===== config.mk =====
export PLATFORM = sky130hd
export DESIGN_NAME = mos6502_intc
export DESIGN_NICKNAME = d
export VERILOG_FILES = /design/src/rtl/mos6502_intc.sv
export SDC_FILE = /design/constraint.sdc
export NUM_CORES = 1
export LEC_CHECK = 0
export BUFFER_PORTS_ARGS = -buffer_cell sky130_fd_sc_hd__buf_4
export CAP_MARGIN = 5
export CORE_ASPECT_RATIO = 2
export CORE_MARGIN = 5
export CORE_UTILIZATION = 60
export CTS_CLUSTER_SIZE = 16
export DETAILED_ROUTE_END_ITERATION = 8
export PLACE_DENSITY_LB_ADDON = 0.25
export SETUP_SLACK_MARGIN = 0.15
export SLEW_MARGIN = 10
export SYNTH_ARGS = -nofsm -noshare
export SYNTH_HDL_FRONTEND = slang
export SYNTH_SLANG_ARGS = --single-unit

===== constraint.sdc =====
create_clock -name clk -period 2.3 [get_ports clk]
set_clock_uncertainty 0.1 [all_clocks]
set_input_delay 0.115 -clock clk [delete_from_list [all_inputs] [get_ports clk]]
set_output_delay 0.115 -clock clk [all_outputs]
set_load 0.1 [all_outputs]

===== src/rtl/mos6502_intc.sv =====
// ---------------------------------------------------------------------------
// mos6502_intc
//
// Vectored interrupt controller for the mos6502 core. It turns NUM_IRQ
// prioritised, maskable interrupt channels (level or edge per channel) into
// the core's single active-low IRQ line, adds one edge-triggered NMI source,
// and watches the CPU address bus so that, when an IRQ is being serviced, the
// $FFFE/$FFFF vector fetch returns a per-channel 16-bit vector instead of
// the memory contents.
//
// Ports
//   clk        CPU clock, all logic on the rising edge
//   reset      asynchronous, active-low reset
//   irq_src    interrupt sources (active high, synchronous to clk)
//   nmi_src    NMI source (active high, rising-edge sensitive)
//   cpu_addr   core address bus
//   cpu_we_n   core write enable (0 = write)
//   rdy        core ready; 0 freezes all CPU-side sequencing
//   irq_out    active-low IRQ to the core (registered)
//   nmi_out    active-low NMI to the core
//   vec_sel    1 = core d_in mux takes vec_data instead of memory
//   vec_data   substituted vector byte
//   cfg_cs     config access strobe
//   cfg_we     config write qualifier
//   cfg_addr   config register address
//   cfg_wdata  config write data
//   cfg_rdata  config read data (registered, valid the cycle after a read)
//
// Register map (bits above NUM_IRQ read 0 and ignore writes)
//   0x00 ENABLE   rw
//   0x01 PENDING  read; writing 1 clears edge-mode bits
//   0x02 EDGE_SEL rw, 1 = edge mode
//   0x03 ACTIVE   ro, bit7 valid, bits2:0 last acknowledged channel
//   0x10+2*ch / 0x11+2*ch  vector lo / hi byte of channel ch
// ---------------------------------------------------------------------------
module mos6502_intc #(
    parameter int          NUM_IRQ   = 8,
    parameter logic [15:0] VEC_RESET = 16'h0000
) (
    input  logic               clk,
    input  logic               reset,
    input  logic [NUM_IRQ-1:0] irq_src,
    input  logic               nmi_src,
    input  logic [15:0]        cpu_addr,
    input  logic               cpu_we_n,
    input  logic               rdy,
    output logic               irq_out,
    output logic               nmi_out,
    output logic               vec_sel,
    output logic [7:0]         vec_data,
    input  logic               cfg_cs,
    input  logic               cfg_we,
    input  logic [4:0]         cfg_addr,
    input  logic [7:0]         cfg_wdata,
    output logic [7:0]         cfg_rdata
);

    localparam logic [4:0]  ADDR_ENABLE   = 5'h00;
    localparam logic [4:0]  ADDR_PENDING  = 5'h01;
    localparam logic [4:0]  ADDR_EDGE_SEL = 5'h02;
    localparam logic [4:0]  ADDR_ACTIVE   = 5'h03;

    localparam logic [15:0] IRQ_VEC_LO    = 16'hFFFE;
    localparam logic [15:0] IRQ_VEC_HI    = 16'hFFFF;
    localparam logic [15:0] NMI_VEC_LO    = 16'hFFFA;

    typedef enum logic [1:0] {
        ST_IDLE   = 2'd0,
        ST_VEC_LO = 2'd1,
        ST_VEC_HI = 2'd2
    } state_t;

    // -----------------------------------------------------------------------
    // State
    // -----------------------------------------------------------------------
    logic [NUM_IRQ-1:0] enable_reg;
    logic [NUM_IRQ-1:0] edge_sel_reg;
    logic [NUM_IRQ-1:0] pending_reg;
    logic [NUM_IRQ-1:0] pending_next;
    logic [NUM_IRQ-1:0] src_prev_reg;
    logic               active_valid_reg;
    logic [2:0]         active_ch_reg;
    logic               nmi_pend_reg;
    logic               nmi_prev_reg;
    logic               irq_out_reg;
    logic [7:0]         cfg_rdata_reg;

    logic [7:0]         vec_lo_reg [NUM_IRQ];
    logic [7:0]         vec_hi_reg [NUM_IRQ];

    state_t             state_reg;
    state_t             state_next;
    logic [2:0]         win_reg;
    logic [2:0]         win_next;
    logic               vec_sel_reg;
    logic               vec_sel_next;
    logic [7:0]         vec_data_reg;
    logic [7:0]         vec_data_next;

    // -----------------------------------------------------------------------
    // Common decode
    // -----------------------------------------------------------------------
    logic               qual_rd;
    logic               cfg_wr;
    logic               cfg_rd;
    logic               ack_fire;
    logic [NUM_IRQ-1:0] req;
    logic [2:0]         req_win;
    logic [7:0]         req_vec_lo;
    logic [7:0]         win_vec_hi;
    logic [7:0]         rd_data;
    logic [NUM_IRQ-1:0] vec_wr_lo;
    logic [NUM_IRQ-1:0] vec_wr_hi;
    logic [NUM_IRQ-1:0] edge_set;
    logic [NUM_IRQ-1:0] w1c_clr;
    logic [NUM_IRQ-1:0] ack_clr;
    logic               nmi_set;
    logic               nmi_clr;

    assign qual_rd = rdy & cpu_we_n;
    assign cfg_wr  = cfg_cs & cfg_we;
    assign cfg_rd  = cfg_cs & ~cfg_we;
    assign req     = pending_reg & enable_reg;

    // -----------------------------------------------------------------------
    // Per-channel pending logic and vector write decode
    // -----------------------------------------------------------------------
    genvar gi;
    generate
        for (gi = 0; gi < NUM_IRQ; gi++) begin : g_chan
            assign edge_set[gi]  = irq_src[gi] & ~src_prev_reg[gi];
            assign w1c_clr[gi]   = cfg_wr && (cfg_addr == ADDR_PENDING) && cfg_wdata[gi];
            assign ack_clr[gi]   = ack_fire && (win_reg == 3'(gi));
            // A fresh source edge wins over both clear paths, so an edge
            // that lands in the clearing cycle is never lost.
            assign pending_next[gi] = edge_sel_reg[gi]
                                    ? (edge_set[gi] | (pending_reg[gi] & ~(w1c_clr[gi] | ack_clr[gi])))
                                    : irq_src[gi];
            assign vec_wr_lo[gi] = cfg_wr && cfg_addr[4] && (cfg_addr[3:1] == 3'(gi)) && !cfg_addr[0];
            assign vec_wr_hi[gi] = cfg_wr && cfg_addr[4] && (cfg_addr[3:1] == 3'(gi)) &&  cfg_addr[0];
        end
    endgenerate

    // Lowest set index wins (channel 0 is highest priority).
    always_comb begin
        req_win = 3'd0;
        for (int i = NUM_IRQ - 1; i >= 0; i--) begin
            if (req[i]) begin
                req_win = 3'(i);
            end
        end
    end

    // Vector byte selection: lo byte follows the channel being captured,
    // hi byte follows the channel latched at the $FFFE fetch.
    always_comb begin
        req_vec_lo = 8'h00;
        win_vec_hi = 8'h00;
        for (int i = 0; i < NUM_IRQ; i++) begin
            if (req_win == 3'(i)) begin
                req_vec_lo = vec_lo_reg[i];
            end
            if (win_reg == 3'(i)) begin
                win_vec_hi = vec_hi_reg[i];
            end
        end
    end

    // -----------------------------------------------------------------------
    // Vector fetch FSM
    // -----------------------------------------------------------------------
    always_comb begin
        state_next    = state_reg;
        win_next      = win_reg;
        vec_sel_next  = vec_sel_reg;
        vec_data_next = vec_data_reg;
        ack_fire      = 1'b0;

        case (state_reg)
            ST_IDLE: begin
                if (qual_rd) begin
                    vec_sel_next = 1'b0;
                    // With nothing requested this is a BRK fetch: memory
                    // supplies the vector.
                    if ((cpu_addr == IRQ_VEC_LO) && (|req)) begin
                        win_next      = req_win;
                        vec_data_next = req_vec_lo;
                        vec_sel_next  = 1'b1;
                        state_next    = ST_VEC_LO;
                    end
                end
            end
            ST_VEC_LO: begin
                if (qual_rd) begin
                    if (cpu_addr == IRQ_VEC_HI) begin
                        vec_data_next = win_vec_hi;
                        vec_sel_next  = 1'b1;
                        ack_fire      = 1'b1;
                        state_next    = ST_VEC_HI;
                    end else begin
                        // Sequence broken: drop substitution, acknowledge nothing.
                        vec_sel_next = 1'b0;
                        state_next   = ST_IDLE;
                    end
                end
            end
            ST_VEC_HI: begin
                if (qual_rd) begin
                    vec_sel_next = 1'b0;
                    state_next   = ST_IDLE;
                end
            end
            default: begin
                vec_sel_next = 1'b0;
                state_next   = ST_IDLE;
            end
        endcase
    end

    always_ff @(posedge clk or negedge reset) begin
        if (!reset) begin
            state_reg    <= ST_IDLE;
            win_reg      <= 3'd0;
            vec_sel_reg  <= 1'b0;
            vec_data_reg <= 8'h00;
        end else begin
            state_reg    <= state_next;
            win_reg      <= win_next;
            vec_sel_reg  <= vec_sel_next;
            vec_data_reg <= vec_data_next;
        end
    end

    // -----------------------------------------------------------------------
    // NMI: rising-edge capture, cleared by the $FFFA fetch. The edge wins
    // over a coincident clear.
    // -----------------------------------------------------------------------
    assign nmi_set = nmi_src & ~nmi_prev_reg;
    assign nmi_clr = qual_rd && (cpu_addr == NMI_VEC_LO);

    // -----------------------------------------------------------------------
    // Config read mux
    // -----------------------------------------------------------------------
    always_comb begin
        rd_data = 8'h00;
        case (cfg_addr)
            ADDR_ENABLE:   rd_data[NUM_IRQ-1:0] = enable_reg;
            ADDR_PENDING:  rd_data[NUM_IRQ-1:0] = pending_reg;
            ADDR_EDGE_SEL: rd_data[NUM_IRQ-1:0] = edge_sel_reg;
            ADDR_ACTIVE:   rd_data = {active_valid_reg, 4'b0000, active_ch_reg};
            default: begin
                if (cfg_addr[4]) begin
                    for (int i = 0; i < NUM_IRQ; i++) begin
                        if (cfg_addr[3:1] == 3'(i)) begin
                            rd_data = cfg_addr[0] ? vec_hi_reg[i] : vec_lo_reg[i];
                        end
                    end
                end
            end
        endcase
    end

    // -----------------------------------------------------------------------
    // Control / status registers
    // -----------------------------------------------------------------------
    always_ff @(posedge clk or negedge reset) begin
        if (!reset) begin
            enable_reg       <= '0;
            edge_sel_reg     <= '0;
            pending_reg      <= '0;
            src_prev_reg     <= '0;
            active_valid_reg <= 1'b0;
            active_ch_reg    <= 3'd0;
            nmi_pend_reg     <= 1'b0;
            nmi_prev_reg     <= 1'b0;
            irq_out_reg      <= 1'b1;
            cfg_rdata_reg    <= 8'h00;
        end else begin
            pending_reg  <= pending_next;
            src_prev_reg <= irq_src;
            nmi_prev_reg <= nmi_src;
            irq_out_reg  <= ~|req;

            if (nmi_set) begin
                nmi_pend_reg <= 1'b1;
            end else if (nmi_clr) begin
                nmi_pend_reg <= 1'b0;
            end

            if (ack_fire) begin
                active_valid_reg <= 1'b1;
                active_ch_reg    <= win_reg;
            end

            if (cfg_wr && (cfg_addr == ADDR_ENABLE)) begin
                enable_reg <= cfg_wdata[NUM_IRQ-1:0];
            end
            if (cfg_wr && (cfg_addr == ADDR_EDGE_SEL)) begin
                edge_sel_reg <= cfg_wdata[NUM_IRQ-1:0];
            end

            if (cfg_rd) begin
                cfg_rdata_reg <= rd_data;
            end
        end
    end

    // -----------------------------------------------------------------------
    // Vector registers
    // -----------------------------------------------------------------------
    always_ff @(posedge clk or negedge reset) begin
        if (!reset) begin
            for (int i = 0; i < NUM_IRQ; i++) begin
                vec_lo_reg[i] <= VEC_RESET[7:0];
                vec_hi_reg[i] <= VEC_RESET[15:8];
            end
        end else begin
            for (int i = 0; i < NUM_IRQ; i++) begin
                if (vec_wr_lo[i]) begin
                    vec_lo_reg[i] <= cfg_wdata;
                end
                if (vec_wr_hi[i]) begin
                    vec_hi_reg[i] <= cfg_wdata;
                end
            end
        end
    end

    assign irq_out   = irq_out_reg;
    assign nmi_out   = ~nmi_pend_reg;
    assign vec_sel   = vec_sel_reg;
    assign vec_data  = vec_data_reg;
    assign cfg_rdata = cfg_rdata_reg;

endmodule


After elaboration in Yosys (flattened, before gate mapping)
Cells that the tools add are included.

word-level totals
  logic and storage cells = 251
  register bits = 189

cells by class
  reduce and logical (&&, ||, !) cells = 60
  bitwise gates (word level) = 56
  multiplexer cells = 71
  equality and inequality tests = 34

operators by type and width
  operator                                                         number
  8-bit 2-to-1 mux                                                 37
  16-bit == test, second input constant                            3
  1-bit logical AND                                                46
  3-bit == test, second input constant                             12
  8-bit one-hot mux with 4 select lines                            1
  3-bit 2-to-1 mux                                                 8
  1-bit AND                                                        20
  1-bit NOT                                                        19
  3-bit by 2-bit == test with 1-bit output, second input constant  6
  1-bit 2-to-1 mux                                                 17
  1-bit OR                                                         16
  8-bit one-hot mux with 2 select lines                            1
  5-bit by 2-bit == test with 1-bit output, second input constant  2
  2-bit 2-to-1 mux                                                 5
  2-bit != test, second input constant                             5
  3-bit by 1-bit == test with 1-bit output, second input constant  3
  3-bit zero test                                                  3
  8-bit AND                                                        1
  8-bit OR reduction                                               1
  2-bit one-hot mux with 3 select lines                            1
  3-bit AND reduction                                              2
  5-bit by 1-bit == test with 1-bit output, second input constant  1
  5-bit zero test                                                  1
  5-bit AND reduction                                              1
  other kinds (7)                                                  9

Longest topological paths before layout
Gate-level depths: netlist of run 1.

  depth after elaboration = 21
  mapped depth = 9

Worst setup path after synthesis of run 1
No wires, ideal clock.

  path kind = reg-to-reg
  start point = register pending_reg[2]
  end point = register vec_data_reg[7] (netlist: vec_data[7])
  setup slack = 0.270 ns
  arrival = 1.802 ns
  clock period less this slack = 2.030 ns
  setup time = 0.128 ns
  stages on the path, launching flop included = 9
  cell sequence = dfrtp_1 and2_1 buf_6 a211oi_2 a22o_4 buf_6 mux2_4 a211oi_1 o21ai_1

between the ends
  cells in the longest elaborated chain, start to end = 16
  elaborated cells between the ends (all ways) = 27

RTL lines
  element                                RTL line  RTL
  start, declared                        78        logic [NUM_IRQ-1:0] pending_reg;
  start signal, assigned                 279       pending_reg <= pending_next;
  8-bit AND (*)                          123       assign req = pending_reg & enable_reg;
  3-bit 2-to-1 mux (3 in series)         148       if (req[i]) begin
  3-bit zero test                        160       if (req_win == 3'(i)) begin
  8-bit 2-to-1 mux (8 in series)         160
  8-bit 2-to-1 mux                       185       if ((cpu_addr == IRQ_VEC_LO) && (|req)) begin
  8-bit 2-to-1 mux                       181       if (qual_rd) begin
  8-bit one-hot mux with 2 select lines  179       case (state_reg)
  end signal, assigned                   230       vec_data_reg <= vec_data_next;
  end, declared                          97        logic [7:0] vec_data_reg;

Mark *: on every way between the ends. The rest lies on a longest branch, timed or not. The select of a mux whose other input is x is not followed.
A chain may end at the register's enable or synchronous reset.

Final worst setup path of run 1
  start point = register state_reg[0]
  end point = register vec_data_reg[5] (netlist: vec_data[5])

between the ends
  cells in the longest elaborated chain, start to end = 3
  elaborated cells between the ends (all ways) = 9

RTL lines
  element                                                                             RTL line  RTL
  start, declared                                                                     91        state_t state_reg;
  start signal, assigned                                                              227       state_reg <= state_next;
  2-bit by 1-bit == test with 1-bit output / 2-bit zero test (equally long branches)  179
  2-bit != test (no line) / 2-bit nonzero test (equally long branches)                -
  5-bit AND reduction (no line)                                                       -

Parallel ways exist; a longest one is shown, timed or not.

==> results of run 1 <==
## cell type report
type	instances	area, µm²
multi-input combinational	598	5290
sequential	189	4740
fill	1149	4350
timing repair buffer	168	1400
clock buffer	19	443
tap	207	259
clock inverter	12	159
inverter	8	32.5
antenna	1	2.50
## path summary, 6_finish.rpt
kind,start,end,slack (ns),cells past startpoint
setup / recovery,state_reg[0],vec_data[5],0.07,7
hold / removal,cfg_wdata[1],vec_lo_reg[25],0.02,2
setup reg to reg,state_reg[0],vec_data[5],0.07,7
hold reg to reg,nmi_prev_reg,nmi_pend_reg,0.35,1
max in group asynchronous,reset,pending_reg[0],1.26,3
min in group asynchronous,reset,nmi_pend_reg,0.08,2
## metrics by stage
stage | std cells | hold WS, ns | power [mW] | utilization | instance area (µm²)
final | 1202 | 0.0215 | 9.38 | 0.739 | 12300
after global routing | 1201 | 0.0247 | 9.69 | 0.739 | 12300
after CTS | 1197 | 0.00215 | 9.24 | 0.729 | 12200
after detailed placement | 1140 | -0.0240 | 6.08 | 0.674 | 11200
after global placement | 1140 | -0.0337 | 6.02 | 0.674 | 11200
after floorplan | 852 | -0.281 | 5.28 | - | 10100
## cell families (layout without fill, tap and decap cells)
kind of cell           after synthesis  after routing
buffers and inverters               66            207
other                                0              1
flip-flops                         189            189
AO/OA/AOI/OAI                      178            179
AND/OR/NAND/NOR                    192            192
multiplexers                       227            227
## cell usage after synthesis, types with 4 or more instances
master,instances
mux4_2,28
and2_1,8
o22a_1,4
nor2b_1,4
a22oi_1,12
buf_2,17
buf_1,4
a221oi_1,6
o2111ai_1,5
a21o_1,4
nand2b_1,9
nor2_1,22
o21ai_0,39
nor3_1,7
o211ai_1,7
o221ai_1,6
clkbuf_1,31
inv_1,6
mux2i_1,38
nand3_1,11
o22ai_1,13
mux2_2,156
mux2_4,4
o21ai_1,4
dfrtp_1,188
o31ai_1,5
and3_1,6
nand2_1,82
a32oi_1,4
nand4_1,10
buf_4,4
nand3b_1,4
a31oi_1,4
a21oi_1,27
a22o_1,4
nor2_2,10
## metal layers
layer / track usage / vias to the layer above / wire length (µm) / share of wire
li1: - / 3463 / - / -
met1: 0.415 / 4190 / 11700 / 0.34
met2: 0.587 / 519 / 17200 / 0.50
met3: 0.0627 / 182 / 2400 / 0.070
met4: 0.250 / 0 / 3120 / 0.091
met5: 0 / - / 0 / 0
## power by group through the flow
stage / clock network [mW] / registers [mW] / logic [mW]
after detailed placement: 0 / 4.16 / 1.93
after global placement: 0 / 4.14 / 1.88
after CTS: 3.08 / 4.10 / 2.05
after global routing: 3.23 / 4.16 / 2.30
after floorplan: 0 / 4.17 / 1.10
final: 3.06 / 4.14 / 2.18
## what timing repair did
item	in CTS	in global routing
resized for setup	26	31
pin swaps	4	18
hold buffers	19	0
endpoints found under the setup margin	8	9
endpoints found under the hold margin	236	0
buffers inserted	6	3
gates cloned	1	1
==> flow_summary.yaml, run 1 <==
synth:
  synthMuxAreaShare: 0.280
  syn_area_um2: 10100
  yosys.area_share.simple: 0.0959
  synth_top_family_by_area: "multiplexers"
  syn_inst: 852
  synth-xor-area-share: 0
  synth-main-ff-cell: "dfrtp_1"
  avgSynthCellArea_um2: 11.9
  synth_nets: 896
  synth_compound_area_frac: 0.128
  ys_warn_count: 0
  synth_top_area_frac: 0.464
  synthAdderAreaFrac: 0
  synth_seq_cells: 189
  yosys.area.top_type: "dfrtp_1"
  ys_seq_area_frac: 0.467
  ys_types: 75
  synth_edf_count: 0
  ys_top_cells_by_area: "dfrtp_1, mux2_2, mux4_2"
  async_flop_share: 1.00
timing:
  fmax_mhz: 448
  slew_headroom: 0.595
  setup_ws_ns: 0.0658
  final-hold-violation-count: 0
  rsz0062_at_grt: "yes"
  setup-violations-final: 0
  worstMarginPinSlew_ns: 0.607
  finalSetupTns_ns: 0
  fin_crit_sh: 0.971
  final.min_clock_period_ns: 2.23
  report.final.slew_viol_count: 0
setup_path:
  crit_buf_inv: 1
  arrival_ns: 2.45
  crit_chain: "or2_2 > a41oi_4 > o211a_1 > buf_4 > o2111ai_1 > o211a_1 > o31a_1"
  crit_required_ns: 2.52
  crit_slowest_cell: "dfrtp_1"
  endpoint_kind: "flip-flop"
  critPathTopFamily: "compound AO/OA/AOI/OAI gates"
  cp_common_cell: "o211a_1"
  critPathKind: "flip-flop to flip-flop"
  cp_max_fo: 12
  start_kind: "flip-flop"
  slowest_delay_ns: 0.40
power_and_ir_drop:
  swShare: 0.311
  leakage_nw: 5.57
  p_per_area_nw_per_um2: 760
  p_sw_mw: 2.92
  p_clk_frac: 0.326
  p_seq_frac: 0.441
  ir_drop_v: 0.000962
  internal_power_mw: 6.46
  combinationalPowerShare: 0.232
grt:
  track_usage: 0.358
  antenna_found_initial: 0
  grt_max_degree: 77
  grt_overflow_total: 0
  first_global_vias: 8781
  grt_pass1_wl_mm: 52.3
cts:
  cts_buffer_depth: 2
  root_buffer: "clkbuf_16"
  clkLatencyLatePin_ns: 0.44
  clock_sinks: 189
  h-tree-depth: 4
  cts_tree: "done"
  cts_buffers: 17
  path_clk_slew_ns: 0.07
place:
  numPortBuffers: 62
  pre_cts_slack_ns: -0.0319
  gp_congestion: 1.00
  dp_hpwl_mm: 25.3
route:
  dr_total_vias: 8354
  drt-total-wl_mm: 34.4
  viasPerCell: 6.95
  dr.pass1.iters: 5
  antenna_left: 0
  post_drt_wl_per_cell_um: 28.6
  drt_iter0_markers: 735
  drcViolationCount: 0
finish:
  drive_gt1_frac: 0.438
  final_common_cell: "dfrtp_1"
  fin_nets: 1026
  syn_to_final_growth_pct: 21.6
  final_cell_mix: "dfrtp_1, mux2_2, buf_4"
die:
  num_io_pins: 63
  rows: 67
  die_w_um: 102
  core_area_um2: 16700
  die_area_um2: 19800
  initial_core_util: 0.608
  dieHeight_um: 194
run:
  cap_violations: 0
outcome:
  status: "complete, no violations"
min_path:
  hp-class: "input port to flip-flop"
Note: power is estimated with default switching activity, not from simulation.
==> run 2, diff against run 1 <==
Settings changed: ABC_AREA set to 1.
==> run 2 against run 1 <==
Compared with the run above:
- clock-buffer cell count increased by 3
- synthesized cell count increased by 44%
- worst setup slack better by 0.043 ns
- area after synthesis fell by 2.4%
- critical path type unchanged
==> flow_summary.yaml, run 2 <==
outcome:
  status: "complete, no violations"
synth:
  synth_top_area_frac: 0.476
  ys_warn_count: 0
  synth_commonest_cells: "nand2_1, dfrtp_1, o21ai_0, inv_1, nor2_1"
  synth_seq_cells: 189
  yosys.area.top_type: "dfrtp_1"
  syn_area_um2: 9890
  ys_types: 50
  ys_top_cells_by_area: "dfrtp_1, nand2_1, o21ai_0"
  async_flop_share: 1.00
  avgSynthCellArea_um2: 8.05
  synth_edf_count: 0
  ys_seq_area_frac: 0.478
  synth_nets: 1273
  syn_inst: 1229
  synth_most_common_cell: "nand2_1"
  synth-main-ff-cell: "dfrtp_1"
grt:
  use_met3: 0.0657
  track_usage: 0.405
  grt_overflow_total: 0
  use_met2: 0.668
  busiest_layer: "met2"
  antenna_found_initial: 1
  grt_pass1_wl_mm: 57.1
  grtUsageMet1: 0.437
  first_global_vias: 9740
  grt_max_degree: 69
setup_path:
  start_kind: "flip-flop"
  arrival_ns: 2.43
  crit_path_start: "win_reg[2]"
  cp_max_fo: 12
  r2r_start: "win_reg[2]"
  reg2reg_to: "vec_data[3]"
  crit_required_ns: 2.54
  r2r_cells: 8
  r2r_slack_ns: 0.11
  critPathKind: "flip-flop to flip-flop"
  endpoint_kind: "flip-flop"
die:
  core_area_um2: 16300
  dieHeight_um: 192
  die_w_um: 101
  die_area_um2: 19300
  num_io_pins: 63
  initial_core_util: 0.608
  rows: 66
route:
  antenna_left: 0
  drcViolationCount: 0
  drt_iter0_markers: 982
  dr_total_vias: 9791
  viasPerCell: 6.28
  post_drt_wl_per_cell_um: 24.3
  drt-total-wl_mm: 37.8
  dr.pass1.iters: 8
timing:
  worstMarginPinSlew_ns: 0.637
  fin_crit_sh: 0.953
  setup-violations-final: 0
  final-hold-violation-count: 0
  report.final.slew_viol_count: 0
  slew_headroom: 0.573
  whs_ns: 0.00988
  fmax_mhz: 456
  final.min_clock_period_ns: 2.19
  setup_ws_ns: 0.108
  rsz0062_at_grt: "yes"
cts:
  clkLatencyLatePin_ns: 0.45
  cts_buffers: 17
  clock_sinks: 189
  h-tree-depth: 4
  root_buffer: "clkbuf_16"
  cts_buffer_depth: 2
  path_clk_slew_ns: 0.07
  cts_tree: "done"
min_path:
  holdPathStages: 4
  min_from: "cpu_addr[4]"
  hp-class: "input port to flip-flop"
  holdPathEnd: "nmi_pend_reg"
place:
  numPortBuffers: 62
  dp_hpwl_mm: 27.4
  gp_congestion: 1.04
  pre_cts_slack_ns: -0.230
finish:
  final_common_cell: "nand2_1"
  diodes: 0
  drive_gt1_frac: 0.190
  seq_area_um2: 4730
  fin_nets: 1386
  final_cell_mix: "nand2_1, dfrtp_1, o21ai_0"
  fillers: 1283
  syn_to_final_growth_pct: 18.8
  multiInputGateArea_um2: 4520
power_and_ir_drop:
  internal_power_mw: 5.85
  p_per_area_nw_per_um2: 770
  swShare: 0.353
  p_clk_frac: 0.310
  leakage_nw: 5.36
  p_seq_frac: 0.458
  ir_drop_v: 0.000573
  p_sw_mw: 3.19
  power_mw: 9.04
  combinationalPowerShare: 0.232
run:
  cap_violations: 0
run 2: cell count changes in the layout (fill, tap and decap cells not counted), moves of 28 or more:
cell	previous run	this run
nand4_1	10	50
mux2_2	155	0
nand2_1	79	355
nor2_1	19	64
o21ai_0	38	145
o21ai_1	3	34
mux2i_1	36	3
inv_1	5	88
mux4_2	28	0
run 2: cell families after synthesis:
kind of cell / count (synthesis) / share of synthesized area
compound gates: 303 / 0.177
flops: 189 / 0.478
mux: 3 / 0.00304
simple gates: 572 / 0.269
buf+inv: 162 / 0.0724
run 2: how the worst max path moves through the flow:
stage / to / slack (ns)
floorplan: vec_data[6] / 0.55
global placement: vec_data[7] / -0.22
detailed placement: vec_data[7] / -0.23
CTS: vec_data[1] / 0.15
global route: vec_data[7] / 0.06
finish: vec_data[3] / 0.11
run 2: routing by layer:
metal	part of all wire	wire length [µm]
met1	0.32	12100
met5	0.00037	14
met2	0.50	19000
met4	0.11	4140
met3	0.069	2600
run 2: cell type report:
type                            count  area share
Clock buffer                       22      0.0395
Multi-Input combinational cell    878       0.385
Tap cell                          204      0.0217
Sequential cell                   189       0.403
Clock inverter                     10     0.00692
Inverter                          108      0.0375
Timing Repair Buffer              148       0.106
run 2: through the flow:
stage / setup TNS (ns) / cells / utilization / instance area, µm²
3_3_place_gp: -0.987 / 1491 / 0.660 / 10700
6_report: 0 / 1559 / 0.722 / 11700
3_5_place_dp: -1.05 / 1491 / 0.660 / 10700
2_1_floorplan: 0 / 1229 / - / 9890
5_1_grt: 0 / 1559 / 0.722 / 11700
4_1_cts: 0 / 1548 / 0.710 / 11600
run 2: what timing repair did:
action / 4_1_cts / 5_1_grt
hold buffers: 21 / 0
gates cloned: 0 / 1
buffers inserted: 4 / 10
endpoints found under the hold margin: 211 / 0
resized for setup: 6 / 27
endpoints found under the setup margin: 8 / 8
pin swaps: 1 / 9
run 2: worst max-delay path: stages (launching register included):
cell and delay, ns:
dfrtp_2 0.50, buf_4 0.20, nand3_1 0.16, buf_4 0.25, nand4_1 0.21, o21ai_0 0.21, nand3_1 0.16, a21oi_1 0.21
a21oi_2 0.08
run 2: power by group through the flow:
stage | Sequential (mW) | Combinational, mW | Clock, mW
after floorplan | 4.28 | 0.967 | 0
after global placement | 4.17 | 1.86 | 0
after detailed placement | 4.17 | 1.90 | 0
after CTS | 4.11 | 1.94 | 2.81
after global routing | 4.16 | 2.25 | 2.96
final | 4.15 | 2.10 | 2.80
